$ cat src/rtl/elevator_scan_ctrl.sv
// SCAN elevator controller: latches hall/cabin calls, sweeps one direction while calls lie ahead, then reverses.
// Optional ELEVATOR_DOOR_HOLD_EN: door_hold keeps reloading the door dwell counter.
module elevator_scan_ctrl #(
  parameter int FLOORS        = 8,
  parameter int FLOOR_W       = $clog2(FLOORS),
  parameter int TRAVEL_CYCLES = 4,
  parameter int DOOR_CYCLES   = 3
) (
  input  logic               clk,
  input  logic               rst,
  input  logic [FLOORS-1:0]  f_req,
  input  logic [FLOORS-1:0]  c_req,
  input  logic               door_hold,
  output logic [FLOORS-1:0]  request,
  output logic [FLOOR_W-1:0] current_floor,
  output logic               direction,
  output logic               moving,
  output logic               door_open,
  output logic               arrived
);

  localparam int TRAV_W = (TRAVEL_CYCLES > 1) ? $clog2(TRAVEL_CYCLES) : 1;
  localparam int DOOR_W = (DOOR_CYCLES > 1) ? $clog2(DOOR_CYCLES) : 1;
  localparam logic [TRAV_W-1:0] TRAV_LOAD = TRAV_W'(TRAVEL_CYCLES - 1);
  localparam logic [DOOR_W-1:0] DOOR_LOAD = DOOR_W'(DOOR_CYCLES - 1);

  typedef enum logic [1:0] {
    IDLE = 2'd0,
    MOVE = 2'd1,
    DOOR = 2'd2
  } state_t;

  state_t              state, state_n;
  logic [FLOORS-1:0]   request_n;
  logic [FLOOR_W-1:0]  floor_n;
  logic [FLOOR_W-1:0]  next_floor;
  logic                direction_n;
  logic                arrived_n;
  logic [TRAV_W-1:0]   travel_cnt, travel_cnt_n;
  logic [DOOR_W-1:0]   door_cnt, door_cnt_n;
  logic [FLOORS-1:0]   calls;
  logic                here;
  logic                above;
  logic                below;
  logic                ahead;
  logic                behind;
  logic                hold_eff;

`ifdef ELEVATOR_DOOR_HOLD_EN
  assign hold_eff = door_hold;
`else
  assign hold_eff = door_hold & 1'b0;
`endif

  assign calls     = f_req | c_req;
  assign here      = calls[current_floor];
  assign ahead     = direction ? above : below;
  assign behind    = direction ? below : above;
  assign moving    = (state == MOVE);
  assign door_open = (state == DOOR);

  always_comb begin
    above = 1'b0;
    below = 1'b0;
    for (int k = 0; k < FLOORS; k++) begin
      if (k > int'(current_floor)) above = above | request[k];
      if (k < int'(current_floor)) below = below | request[k];
    end
  end

  always_comb begin
    state_n      = state;
    request_n    = request | calls;
    floor_n      = current_floor;
    direction_n  = direction;
    arrived_n    = 1'b0;
    travel_cnt_n = travel_cnt;
    door_cnt_n   = door_cnt;
    next_floor   = direction ? current_floor + FLOOR_W'(1) : current_floor - FLOOR_W'(1);

    case (state)
      IDLE: begin
        // Calls for the floor we are parked at open the door instead of being stored.
        request_n[current_floor] = 1'b0;
        if (here) begin
          state_n    = DOOR;
          door_cnt_n = DOOR_LOAD;
        end else if (ahead) begin
          state_n      = MOVE;
          travel_cnt_n = TRAV_LOAD;
        end else if (behind) begin
          state_n      = MOVE;
          direction_n  = ~direction;
          travel_cnt_n = TRAV_LOAD;
        end
      end

      MOVE: begin
        if (travel_cnt == '0) begin
          floor_n   = next_floor;
          arrived_n = 1'b1;
          if (request[next_floor] || calls[next_floor]) begin
            request_n[next_floor] = 1'b0;
            state_n               = DOOR;
            door_cnt_n            = DOOR_LOAD;
          end else begin
            travel_cnt_n = TRAV_LOAD;
          end
        end else begin
          travel_cnt_n = travel_cnt - TRAV_W'(1);
        end
      end

      DOOR: begin
        request_n[current_floor] = 1'b0;
        if (here || hold_eff) begin
          door_cnt_n = DOOR_LOAD;
        end else if (door_cnt == '0) begin
          if (ahead) begin
            state_n      = MOVE;
            travel_cnt_n = TRAV_LOAD;
          end else if (behind) begin
            state_n      = MOVE;
            direction_n  = ~direction;
            travel_cnt_n = TRAV_LOAD;
          end else begin
            state_n = IDLE;
          end
        end else begin
          door_cnt_n = door_cnt - DOOR_W'(1);
        end
      end

      default: state_n = IDLE;
    endcase
  end

  always_ff @(posedge clk or posedge rst) begin
    if (rst) begin
      state         <= IDLE;
      request       <= '0;
      current_floor <= '0;
      direction     <= 1'b1;
      arrived       <= 1'b0;
      travel_cnt    <= '0;
      door_cnt      <= '0;
    end else begin
      state         <= state_n;
      request       <= request_n;
      current_floor <= floor_n;
      direction     <= direction_n;
      arrived       <= arrived_n;
      travel_cnt    <= travel_cnt_n;
      door_cnt      <= door_cnt_n;
    end
  end

endmodule

$ cat config.mk
export PLATFORM = sky130hd
export DESIGN_NAME = elevator_scan_ctrl
export DESIGN_NICKNAME = d
export VERILOG_FILES = /design/src/rtl/elevator_scan_ctrl.sv
export SDC_FILE = /design/constraint.sdc
export NUM_CORES = 1
export LEC_CHECK = 0
export ABC_CLOCK_PERIOD_IN_PS = 4500
export BUFFER_PORTS_ARGS = -buffer_cell sky130_fd_sc_hd__buf_4
export CORE_MARGIN = 8
export CORE_UTILIZATION = 45
export CTS_CLUSTER_SIZE = 30
export DETAILED_ROUTE_END_ITERATION = 8
export PLACE_DENSITY_LB_ADDON = 0.08
export SETUP_SLACK_MARGIN = 0.1
export SLEW_MARGIN = 25
export SYNTH_ARGS = -nofsm -noshare
export SYNTH_HDL_FRONTEND = slang
export SYNTH_SLANG_ARGS = --single-unit
$ cat constraint.sdc
create_clock -name clk -period 4.5 [get_ports clk]
set_clock_uncertainty 0.2 [all_clocks]
set_input_delay 0.9 -clock clk [delete_from_list [all_inputs] [get_ports clk]]
set_output_delay 0.9 -clock clk [all_outputs]
set_load 0.02 [all_outputs]
After elaboration in Yosys (flattened, before gate mapping)
Index checks and enable logic that the tools add are counted.

word-level totals
  bits in registers = 19
  output and inout bits = 15
  logic and storage cells = 133

operators by class
  $add $sub $neg = 4
  order comparisons = 18
  eq/ne operators = 11
  muxes and demuxes = 60
  bitwise logic cells = 19
  reduce and logical (&&, ||, !) cells = 14

operators by type and width
  kind                number
  $mux 2              17
  $mux 1              30
  $pmux 2 s3          3
  $and 8x8->8         2
  $mux 8              2
  $not 8->8           2
  $or 8x8->8          2
  $pmux 8 s2          1
  $reduce_and 5->1    3
  $gt 3x3->1 const A  4
  $or 1x1->1          12
  $bmux 1 s3          3
  $lt 3x3->1 const A  3
  $lt 3x4->1 const B  2
  $demux 1 s3         2
  $ge 3x1->1 const B  2
  $gt 2x3->1 const A  2
  $logic_not 2->1     3
  $lt 1x3->1 const A  2
  $lt 2x3->1 const A  2
  $ne 2x1->1 const B  3
  $ne 2x2->1 const B  3
  $ne 3x3->1 const B  2
  $ne 4x4->1 const B  1
  16 further kinds    18

Logic depth before layout (Yosys ltp)
  depth in word-level cells = 20
  gate-level depth with buffers = 10

Worst setup path before layout
Ideal clock, no wire load.

  kind = flip-flop to flip-flop
  from = register current_floor[0]
  to = register door_cnt[1]
  arrival = 2354 ps
  required time = 4174 ps
  path slack = 1820 ps
  stages on the path, launching flop included = 11
  buffers on the path = 2
  cells stage by stage = dfrtp_1 -> buf_6 -> inv_2 -> buf_6 -> ha_1 -> xnor2_1 -> a211oi_2 -> a21oi_4 -> a21oi_2 -> and4bb_1 -> o32a_1

on the way
  cells in the longest elaborated chain, start to end = 7

RTL lines
  what                                        line  RTL
  from (decl)                                 15    output logic [FLOOR_W-1:0] current_floor,
  from (signal assigned)                      150   current_floor <= floor_n;
  $sub 3x1->3 or $add 3x1->3 (tied branches)  79    next_floor = direction ? current_floor + FLOOR_W'(1) : current_floor - FLOOR_W'(1);
  $mux 3                                      79
  $bmux 1 s3                                  102   if (request[next_floor] || calls[next_floor]) begin
  $mux 1 (not written as such)                102
  $logic_or 1x1->1                            102
  $ne 2x1->1 (no line)                        n/a
  $reduce_and 5->1 (no line)                  n/a
  to (signal assigned)                        154   door_cnt <= door_cnt_n;
  to (decl)                                   40    logic [DOOR_W-1:0] door_cnt, door_cnt_n;

Parallel ways exist; a longest one is shown, timed or not. The select of a mux whose other input is x is not followed.
A chain may end at the register's enable or synchronous reset.

Worst setup path in the final report
Ends and elaborated chain as after synthesis.

==> results_dict.tcl <==
set metrics [dict create \
    hold_buffers 0 \
    die_x_um 73.3 \
    hold_path.class "reg -> reg" \
    syn-cell-area_sq_um 1480 \
    cp_cell_sequence "buf_4 > inv_2 > ha_1 > xnor2_1 > a211oi_2 > a21oi_4 > a21oi_2 > and4bb_1 > o32a_1" \
    synth_edf_count 0 \
    startpoint "current_floor[0]$_DFFE_PP0P_" \
    met3_length_um 295 \
    nFillCells 325 \
    p_leak_nw 0.731 \
    ir_drop_mv 0.186 \
    endpoint_kind "flip-flop" \
    drt-total-wl_um 3820 \
    die_area_sq_um 5370 \
    dpl-instance-area_sq_um 1720 \
    r2r_slack_ps 1670 \
    gp_congestion 0.837 \
    slowest_stage "ha_1" \
    postLayoutCellArea_sq_um 1750 \
    final_util 0.542 \
    htreeDepth 1 \
    clockBufferDepth 2 \
    synth_top_flop_cell "dfrtp_1" \
    core_sq_um 3230 \
    crit_type "reg -> reg" \
    dp_hpwl_um 2950 \
    synth_nets 184 \
    route.met2.wl_um 1670 \
    finalPower_w 0.000620 \
    seq_area_sq_um 477 \
    ant_nets 0 \
    tns_ps 0 \
    yosysMostFrequentCell "dfrtp_1" \
    initial_core_util 0.457 \
    path_buf_inv 2 \
    drc 0 \
    status "finished, final reports clean" \
    insertion_delay_ps 310 \
    r2r_cells 9 \
    crit_family "compound AO/OA/AOI/OAI gates" \
    cts.clk_slew.worst_paths_ps 120 \
    p_per_area_nw_per_um2 354 \
    cts-buffers-inserted 3 \
    ioPinCount 34 \
    fin_crit_sh 0.628 \
    yosys.area.top_type_share 0.305 \
    cts_setup_buffers 0 \
    drtPass1Iterations 4 \
    tightestPinTransition_ps 752 \
    ctsResizeCount 0 \
    slew_viol_final 0 \
    syn_area_per_cell_sq_um 9.40 \
    timing.fmax_mhz 354 \
    grt_max_degree 25 \
    yosysTopAreaCell "dfrtp_1" \
    post-route-min-period_ps 2830 \
    netlist_top_cells_area "dfrtp_1 (31%), ha_1 (6.8%), nor3_1 (3.4%)" \
    required_ps 4510 \
    setup_viol 0 \
    synth-seq-area-share 0.323 \
    multi_input_area_sq_um 888 \
    via_per_inst 5.72 \
    worst_setup_path_start_kind "flip-flop" \
    grt_pass1_wl_um 6310 \
    wl_per_cell_um 16.5 \
    holdCritStartpoint "door_cnt[0]$_DFFE_PP0P_" \
    gr-total-overflow 0 \
    top_layer "met4" \
    port_buffers 32 \
    antenna_found_initial 0 \
    rsz0062_at_grt "no" \
    cts_sinks 19 \
    vias 1327 \
    hold_ws_ps 273 \
    min_to "door_cnt[0]$_DFFE_PP0P_" \
    hold_depth 1 \
    cp_max_fo 24 \
    num_antenna_cells 0 \
    crit_arrival_ps 2840 \
    nets 214 \
    layout-area-overhead-vs-synth_pct 18.6 \
    dieHeight_um 73.3 \
    relSlewSlack 0.498 \
    drt_iter0_markers 66 \
    max_stage_delay_ps 430 \
    hold_viol_final 0 \
    r2r_start "current_floor[0]$_DFFE_PP0P_" \
    r2r-end "door_cnt[1]$_DFFE_PP0P_" \
    cts-root-buf "clkbuf_4" \
    m1WireLength_um 1810 \
    synthTopCellsByCount "dfrtp_1 (18), nor2_1 (13), inv_1 (12)" \
    cts_tree "built" \
    track_usage 0.149 \
    async_flop_share 1.00 \
    ys_ff_latch 19 \
    grt_pass1_vias 1309 \
    synth_cell_types 54 \
    drive_gt1_frac 0.280 \
    yosys_warnings 0 \
    max_cap_viol_count 0 \
    num_rows 21 \
    syn-instance-count 157 \
]
layout by cell type (no fill, tap or decap), types with 2 or more instances in the layout:
cell | Yosys | layout
o21ai_0 | 8 | 8
a211oi_1 | 2 | 2
inv_2 | 2 | 2
clkbuf_4 | 0 | 3
o22ai_1 | 2 | 2
dfrtp_1 | 18 | 18
a21oi_1 | 7 | 7
nor2_1 | 13 | 13
and2b_1 | 2 | 2
nor2b_1 | 3 | 3
buf_4 | 1 | 33
nor4_1 | 8 | 8
nor3_1 | 10 | 10
mux2i_1 | 2 | 2
o221ai_1 | 2 | 2
nand2b_1 | 3 | 3
xnor2_1 | 2 | 2
ha_1 | 8 | 8
inv_1 | 12 | 12
xor2_1 | 2 | 2
nand2_1 | 7 | 7
a21oi_2 | 2 | 2
a311oi_1 | 5 | 5
flip-flops by register name, indices dropped and copies added, names as in the netlist:
register / flops
current_floor: 3
travel_cnt: 2
direction: 1
arrived: 1
door_cnt: 2
state: 2
request: 8
final cells by class:
class	instances	share of cell area
multi-input cells	116	0.508
clock inverters	1	0.00286
flip-flops and latches	19	0.272
clock buffers	3	0.0129
repair buffers	33	0.142
inverters	14	0.0300
well taps	46	0.0329
cell families (layout without fill, tap and decap cells):
logic type | count (synthesis) | in the layout | synth area share
muxes | 5 | 5 | 0.0619
xor gates and xnor gates | 4 | 4 | 0.0237
buffers and inverters | 22 | 51 | 0.0754
DFF | 19 | 19 | 0.323
adders and majority gates | 8 | 8 | 0.0678
AOI/OAI and AO/OA | 43 | 43 | 0.224
and+or+nand+nor | 56 | 56 | 0.225
per-stage QoR:
step                cells  worst slack, ps
floorplan             157             1820
global placement      228             1750
detailed placement    228             1710
CTS                   232             1690
global route          232             1560
finish                232             1670
power breakdown:
group | switching (W) | leakage (nW) | internal [W]
logic | 0.000154 | 0.506 | 0.000125
clock network | 0.0000631 | 0.0177 | 0.0000333
registers | 0.0000406 | 0.207 | 0.000204
total | 0.000257 | 0.731 | 0.000363
per-layer routing:
| metal | up-vias | global-route usage |
|---|---|---|
| li1 | 648 | - |
| met1 | 630 | 0.202 |
| met2 | 44 | 0.224 |
| met3 | 5 | 0.0341 |
| met4 | 0 | 0.0511 |
| met5 | - | 0 |
worst reg2reg max path: cells and delay by family (launching register included):
kind                     cells  cell delay [ps]
XOR/XNOR                     1              280
buffers and inverters        2              490
flip-flops                   1              350
AND/OR/NAND/NOR              1              240
adder cells (fa/ha/maj)      1              430
AO/OA/AOI/OAI                4              750
how the worst max path moves through the flow:
stage | end | slack [ps] | cells past startpoint
2_1_floorplan | door_cnt[1]$_DFFE_PP0P_ | 1820 | 10
3_3_place_gp | door_cnt[1]$_DFFE_PP0P_ | 1750 | 9
3_5_place_dp | door_cnt[1]$_DFFE_PP0P_ | 1710 | 9
4_1_cts | door_cnt[1]$_DFFE_PP0P_ | 1690 | 9
5_1_grt | door_cnt[1]$_DFFE_PP0P_ | 1560 | 9
6_report | door_cnt[1]$_DFFE_PP0P_ | 1670 | 9
Power figures use the tool's default switching activity.
